File: config.mk
export PLATFORM = sky130hd
export DESIGN_NAME = even_count_monitor
export DESIGN_NICKNAME = d
export VERILOG_FILES = /design/src/rtl/even_count_monitor.sv
export SDC_FILE = /design/constraint.sdc
export NUM_CORES = 1
export LEC_CHECK = 0
export CAP_MARGIN = 10
export CORE_UTILIZATION = 42
export DETAILED_ROUTE_END_ITERATION = 16
export PLACE_DENSITY = 0.68
export SYNTH_ARGS = -nofsm -noshare
export SYNTH_HDL_FRONTEND = slang
export SYNTH_SLANG_ARGS = --single-unit
File: constraint.sdc
create_clock -name clk -period 5.78 [get_ports clk]
set_input_delay 0.578 -clock clk [delete_from_list [all_inputs] [get_ports clk]]
set_output_delay 0.578 -clock clk [all_outputs]
set_load 0.05 [all_outputs]
File: src/rtl/even_count_monitor.sv
// even_count_monitor: run-time checker for the 5-bit even counter sequence
// 0,2,...,30,0. It counts wraps and errors and captures the first bad value.
`default_nettype none

module even_count_monitor #(
  parameter int STEP    = 2,
  parameter int WRAP_W  = 8,
  parameter int ERR_W   = 8,
  parameter int RESYNC  = 1,
  parameter int HOLD_OK = 1
) (
  input  logic              clk,
  input  logic              reset,
  input  logic [4:0]        count_in,
  input  logic              sample_en,
  input  logic              clear_err,
  output logic              locked,
  output logic [1:0]        state,
  output logic [4:0]        expected,
  output logic              wrap_pulse,
  output logic [WRAP_W-1:0] wrap_count,
  output logic              err_flag,
  output logic [ERR_W-1:0]  err_count,
  output logic [4:0]        first_bad
);

  typedef enum logic [1:0] {
    ST_WAIT  = 2'b00,
    ST_LOCK  = 2'b01,
    ST_FAULT = 2'b10
  } state_t;

  localparam logic [4:0] STEP_V = 5'(STEP);

  state_t     cur;
  logic [4:0] last;

  logic       is_odd;
  logic       match;
  logic       hold;
  logic       sample_err;
  logic [4:0] next_exp;

  assign is_odd   = count_in[0];
  assign match    = (count_in == expected);
  assign hold     = (HOLD_OK != 0) && (count_in == last);
  assign next_exp = count_in + STEP_V;
  assign state    = cur;

  // A rejected sample; clear_err wins over any simultaneous error.
  assign sample_err = sample_en && !clear_err &&
                      (((cur == ST_WAIT) && is_odd) ||
                       ((cur == ST_LOCK) && !match && !hold));

  always_ff @(posedge clk or negedge reset) begin
    if (!reset) begin
      cur        <= ST_WAIT;
      locked     <= 1'b0;
      last       <= '0;
      expected   <= '0;
      wrap_pulse <= 1'b0;
      wrap_count <= '0;
      err_flag   <= 1'b0;
      err_count  <= '0;
      first_bad  <= '0;
    end else begin
      wrap_pulse <= 1'b0;
      if (clear_err) begin
        cur       <= ST_WAIT;
        locked    <= 1'b0;
        err_flag  <= 1'b0;
        err_count <= '0;
        first_bad <= '0;
      end else begin
        if (sample_err) begin
          if (err_count != '1) begin
            err_count <= err_count + ERR_W'(1);
          end
          if (!err_flag) begin
            first_bad <= count_in;
          end
          err_flag <= 1'b1;
        end

        case (cur)
          ST_WAIT: begin
            if (sample_en && !is_odd) begin
              last     <= count_in;
              expected <= next_exp;
              cur      <= ST_LOCK;
              locked   <= 1'b1;
            end
          end
          ST_LOCK: begin
            if (sample_en) begin
              if (match) begin
                last     <= count_in;
                expected <= next_exp;
                // A numeric drop on an accepted step means the counter wrapped.
                if (count_in < last) begin
                  wrap_pulse <= 1'b1;
                  wrap_count <= wrap_count + WRAP_W'(1);
                end
              end else if (!hold) begin
                if (RESYNC != 0) begin
                  if (!is_odd) begin
                    last     <= count_in;
                    expected <= next_exp;
                  end else begin
                    cur    <= ST_WAIT;
                    locked <= 1'b0;
                  end
                end else begin
                  cur    <= ST_FAULT;
                  locked <= 1'b0;
                end
              end
            end
          end
          ST_FAULT: begin
            cur <= ST_FAULT;
          end
          default: begin
            cur    <= ST_WAIT;
            locked <= 1'b0;
          end
        endcase
      end
    end
  end

endmodule

`default_nettype wire

==> impl_metrics.json <==
{
  "clock.fmax_mhz": 340,
  "netlist.area_leader.share_pct": 46.3,
  "min_period_over_period_pct": 50.9,
  "htree_levels": 2,
  "core-area_um2": 4410,
  "final_antenna_net_count": 0,
  "cts_resized": 0,
  "max_stage_delay_ns": 0.64,
  "slew_headroom_pct": 35.2,
  "dieHeight_um": 70.1,
  "ys_types": 46,
  "gr-total-overflow": 0,
  "synth_edf_count": 0,
  "critPathBufInv": 1,
  "postCtsHoldBufs": 0,
  "stdcell_count": 275,
  "place_inst": 267,
  "dieArea_um2": 4910,
  "antenna_found_initial": 0,
  "ys_top_cells_by_count": "dfrtp_1 (36), nand2_1 (19), inv_1 (14), nand3_1 (10), mux2_2 (9)",
  "hold_violations": 0,
  "setup_violations": 0,
  "rrSetupSlack_ns": 3.35,
  "grt_pass1_vias": 1354,
  "netlist_area_um2": 1950,
  "hold_slack_ns": 0.380,
  "cpLargestDelayFamily": "compound AO/OA/AOI/OAI gates",
  "ys_seq_area_share_pct": 46.3,
  "drv_cap": 0,
  "drive_above_1_share_pct": 12.1,
  "synthesis.nets": 198,
  "fin_crit_ns": 2.94,
  "firstDrtPassIters": 4,
  "end_kind": "register",
  "worstHoldPathType": "in -> async",
  "drt_wl_total_um": 3780,
  "numPortBuffers": 39,
  "grt_max_degree": 37,
  "r2r_end": "err_count[3]",
  "p_leak_nw": 1.08,
  "clk_path_buf_depth": 2,
  "path_max_fanout": 14,
  "die_w_um": 70.1,
  "rsz0062_at_grt": "false",
  "post_drt_wl_per_cell_um": 13.7,
  "cp-start-kind": "input port",
  "numCtsBuffers": 5,
  "dp_hpwl_um": 2670,
  "cts_tree": "built",
  "insertion_delay_ns": 0.28,
  "place_congestion": 0.771,
  "initial_core_util_pct": 44.1,
  "peakVddDrop_mv": 0.156,
  "avgViaCountPerCell": 5.45,
  "synth_top_cells_by_area": "dfrtp_1 (46%), mux2_2 (5.2%), ha_1 (5.1%)",
  "ys_warn_count": 0,
  "areaGrowthSynthToFinish_pct": 26.3,
  "synth_flop_cell": "dfrtp_1",
  "postCtsSetupBuffers": 0,
  "route.vias.total": 1499,
  "gr-usage-all-layers_pct": 16.6,
  "syn_area_per_cell_um2": 10.7,
  "num-fill-cells": 404,
  "drt_iter0_markers": 75,
  "grt_first_pass_wirelength_um": 6460,
  "antennaDiodeCount": 0,
  "io_pins": 40,
  "synthArstFlopShare_pct": 100,
  "placed_cell_area_um2": 2370,
  "cp_slowest_cell": "or4_1",
  "powerDensity_nw_per_um2": 259,
  "crit_chain": "clkdlybuf4s50_1, ha_1, and3_4, a41oi_1, o211ai_1, or4_1, a21oi_1",
  "cts_root_buffer": "clkbuf_8",
  "cts.sink_count": 36,
  "crit_required_ns": 5.99,
  "status": "finished clean",
  "final_cell_area_um2": 2460,
  "rows": 24,
  "fin_tns_setup_ns": 0,
  "yosys.area.top_type": "dfrtp_1",
  "ys_ff_latch": 36,
  "worstMarginPinSlew_ns": 0.968,
  "timing.rr.start": "last[3]",
  "finClkSkew_ns": 0.00464,
  "yosys.cell_count.top_type": "dfrtp_1",
  "reg2reg_depth": 7,
  "path_class": "in -> reg",
  "drcViolationCount": 0,
  "worstPathArrival_ns": 3.15,
  "path_clk_slew_ns": 0.07,
  "slew_viol_final": 0,
  "nNetsFinal": 239,
  "netlist_instances": 181
}
==> stage by stage <==
| stage | worst slack (ns) | util, % | power (W) |
|---|---|---|---|
| 2_1_floorplan | 3.40 | - | 0.000406 |
| 3_3_place_gp | 2.63 | 53.6 | 0.000459 |
| 3_5_place_dp | 2.57 | 53.6 | 0.000460 |
| 4_1_cts | 2.86 | 55.7 | 0.000643 |
| 5_1_grt | 2.68 | 55.7 | 0.000671 |
| 6_report | 2.84 | 55.7 | 0.000636 |
==> area by class of cell <==
type                       count  area [µm²]  area share [%]
sequential                    36         901            36.7
multi-input combinational    126         963            39.2
inverter                      14        52.6            2.14
timing repair buffer          39         385            15.7
clock buffer                   8        90.1            3.67
tap                           52        65.1            2.65
==> sequential cells by signal, summed over array words and instances (netlist names) <==
name	cells
first_bad	5
state	2
err_count	8
err_flag	1
expected	5
wrap_count	8
last	5
locked	1
wrap_pulse	1
==> layout by cell type (no fill, tap or decap), types with 2 or more instances in the layout <==
cell and instances:
clkdlybuf4s50_1 38, dfrtp_1 36, nand2_1 19, inv_1 14, nand3_1 10, mux2_2 9, ha_1 8, xnor2_1 7
xor2_1 7, mux2i_1 7, a21oi_1 6, nor3_1 6, clkbuf_8 6, and3_1 4, nor2_1 4, nor2b_1 3
nand4_1 3, nor2_2 2, nor4_4 2, a41oi_1 2, o31ai_1 2, or4_1 2, clkbuf_1 2
==> kinds of logic (layout without fill, tap and decap cells) <==
kind of cell	count (synthesis)	in the layout	synth area share, %
and+or+nand+nor	62	62	18.8
DFF	36	36	46.3
AOI/OAI and AO/OA	25	25	9.90
buffers and inverters	19	61	4.18
muxes	17	17	9.39
xor gates and xnor gates	14	14	6.30
adders and majority gates	8	8	5.14
==> power by group <==
group	internal, W	total [W]	switching, W
combinational	0.0000653	0.000166	0.000100
clock	0.0000972	0.000182	0.0000852
sequential	0.000272	0.000288	0.0000160
==> layer usage <==
layer	wire length, µm	GRT usage, %	share of wire, %
met1	1760	22.9	47
met2	1800	25.0	48
met3	183	5.34	4.8
met4	36	4.89	0.95
met5	0	0	0
==> how the worst max path moves through the flow <==
stage | from | endpoint | slack [ns] | depth (start not counted)
CTS | count_in[3] | err_count[3] | 2.86 | 7
finish | count_in[3] | err_count[3] | 2.84 | 7
floorplan | count_in[1] | wrap_count[1] | 3.40 | 7
detailed placement | count_in[3] | err_count[3] | 2.57 | 7
global route | count_in[3] | err_count[3] | 2.68 | 7
global placement | count_in[2] | err_count[3] | 2.63 | 7
Power figures use the tool's default switching activity.
==> edit, RTL diff (same flow settings) <==
The parameter `ERR_W` goes from 8 to 7.
--- a/src/rtl/even_count_monitor.sv
+++ b/src/rtl/even_count_monitor.sv
@@ -7,3 +7,3 @@
   parameter int WRAP_W  = 8,
-  parameter int ERR_W   = 8,
+  parameter int ERR_W   = 7,
   parameter int RESYNC  = 1,
Interface: changed (resized err_count); port bits go from 40 to 39. The function was not compared with the original's and may differ.
==> edit against the unedited design <==
Sequential cell count down 1; largest cell class unchanged; wire length up 4.5%; setup slack better by 68 ps; die area down 2.6%; final area down 2.6%; area after synthesis down 2.6%; total power up 0.35%; sequential power down 1%.
==> edit: results <==
set metrics [dict create \
    outcome "finished clean" \
    seq_cell_count 35 \
    drt_iter0_drc 60 \
    cp_slowest_cell "clkdlybuf4s50_1" \
    p_leak_nw 1.07 \
    top_regs "wrap_count x8, err_count x7" \
    syn-num-nets 183 \
    grtUsageMet1 0.228 \
    nFillCells 379 \
    wl_met1_um 1750 \
    wl_met3_um 166 \
    cts_buffers 5 \
    clock_skew_ps 6.01 \
    cp_max_fo 10 \
    globalplace.congestion 0.819 \
    sh_seq_area 0.366 \
    ir_worst_vdd_uv 189 \
    tightest_slew_ps 653 \
    synthCells 166 \
    crit_family "buffers and inverters" \
    switching_share 0.330 \
    clock.fmax_mhz 348 \
    nClkBuffers 6 \
    whs_ps 481 \
    grt_start_max_net_pins 36 \
    grt.total_usage 0.184 \
    timing.rr.start "last[0]" \
    dp_cells 252 \
    synthTopCellsByCount "35 x dfrtp_1, 10 x nor2_1, 9 x inv_1" \
    power.density_nw_per_um2 267 \
    powerComb_w 0.000176 \
    dp_worst_setup_slack_ps 2640 \
    dr.pass1.iters 4 \
    hold_class "flop to flop" \
    cts-root-buf "clkbuf_8" \
    dp_hpwl_um 2930 \
    r2r_slack_ps 3620 \
    route.met2.wl_um 1920 \
    antenna_found_initial 0 \
    register_area_um2 876 \
    drive_above_1_share 0.135 \
    seqPwrFrac 0.445 \
    grtUsageMet2 0.298 \
    nonClockInverterCount 9 \
    multi_input_area_share 0.394 \
    multi_input_comb_cells 117 \
    grt_use_met3 0.0380 \
    dieArea_um2 4780 \
    crit_start "count_in[0]" \
    layoutNonFillerInstCount 259 \
    io_buffers 38 \
    layout.nets 224 \
    clkLatencyLatePin_ps 290 \
    ys_seq_area_frac 0.462 \
    synth_area_leaders "dfrtp_1 46%, ha_1 5.3%, mux2_2 4.2%, mux2i_1 3.7%, xnor2_1 3.7%" \
    reg2reg_depth 6 \
    non_clock_buffer_area_share 0.162 \
    crit_arrival_ps 3070 \
    placed_cell_area_um2 2300 \
    wl_per_cell_um 15.2 \
]
[edit: cell count changes in the layout (fill, tap and decap cells not counted), moves of 4 or more]
cell,unedited run,this run
or3_1,0,4
nand2_1,19,5
o21ai_0,1,7
inv_1,14,9
nor3_1,6,2
nor2_1,4,10
[edit: worst min-delay path by stage]
stage / start / to / depth (start not counted)
detailed placement: wrap_count[7] / wrap_count[7] / 1
floorplan: reset / err_count[0] / 0
global placement: wrap_count[7] / wrap_count[7] / 1
global route: wrap_count[7] / wrap_count[7] / 1
finish: wrap_count[7] / wrap_count[7] / 1
CTS: wrap_count[7] / wrap_count[7] / 1
[edit: logic make-up after synthesis]
family,after synthesis,synth area share
simple gates,50,0.164
flops,35,0.462
compound gates,29,0.118
xor+xnor,15,0.0773
mux,15,0.0845
buf+inv,14,0.0403
fa+ha+maj,8,0.0528
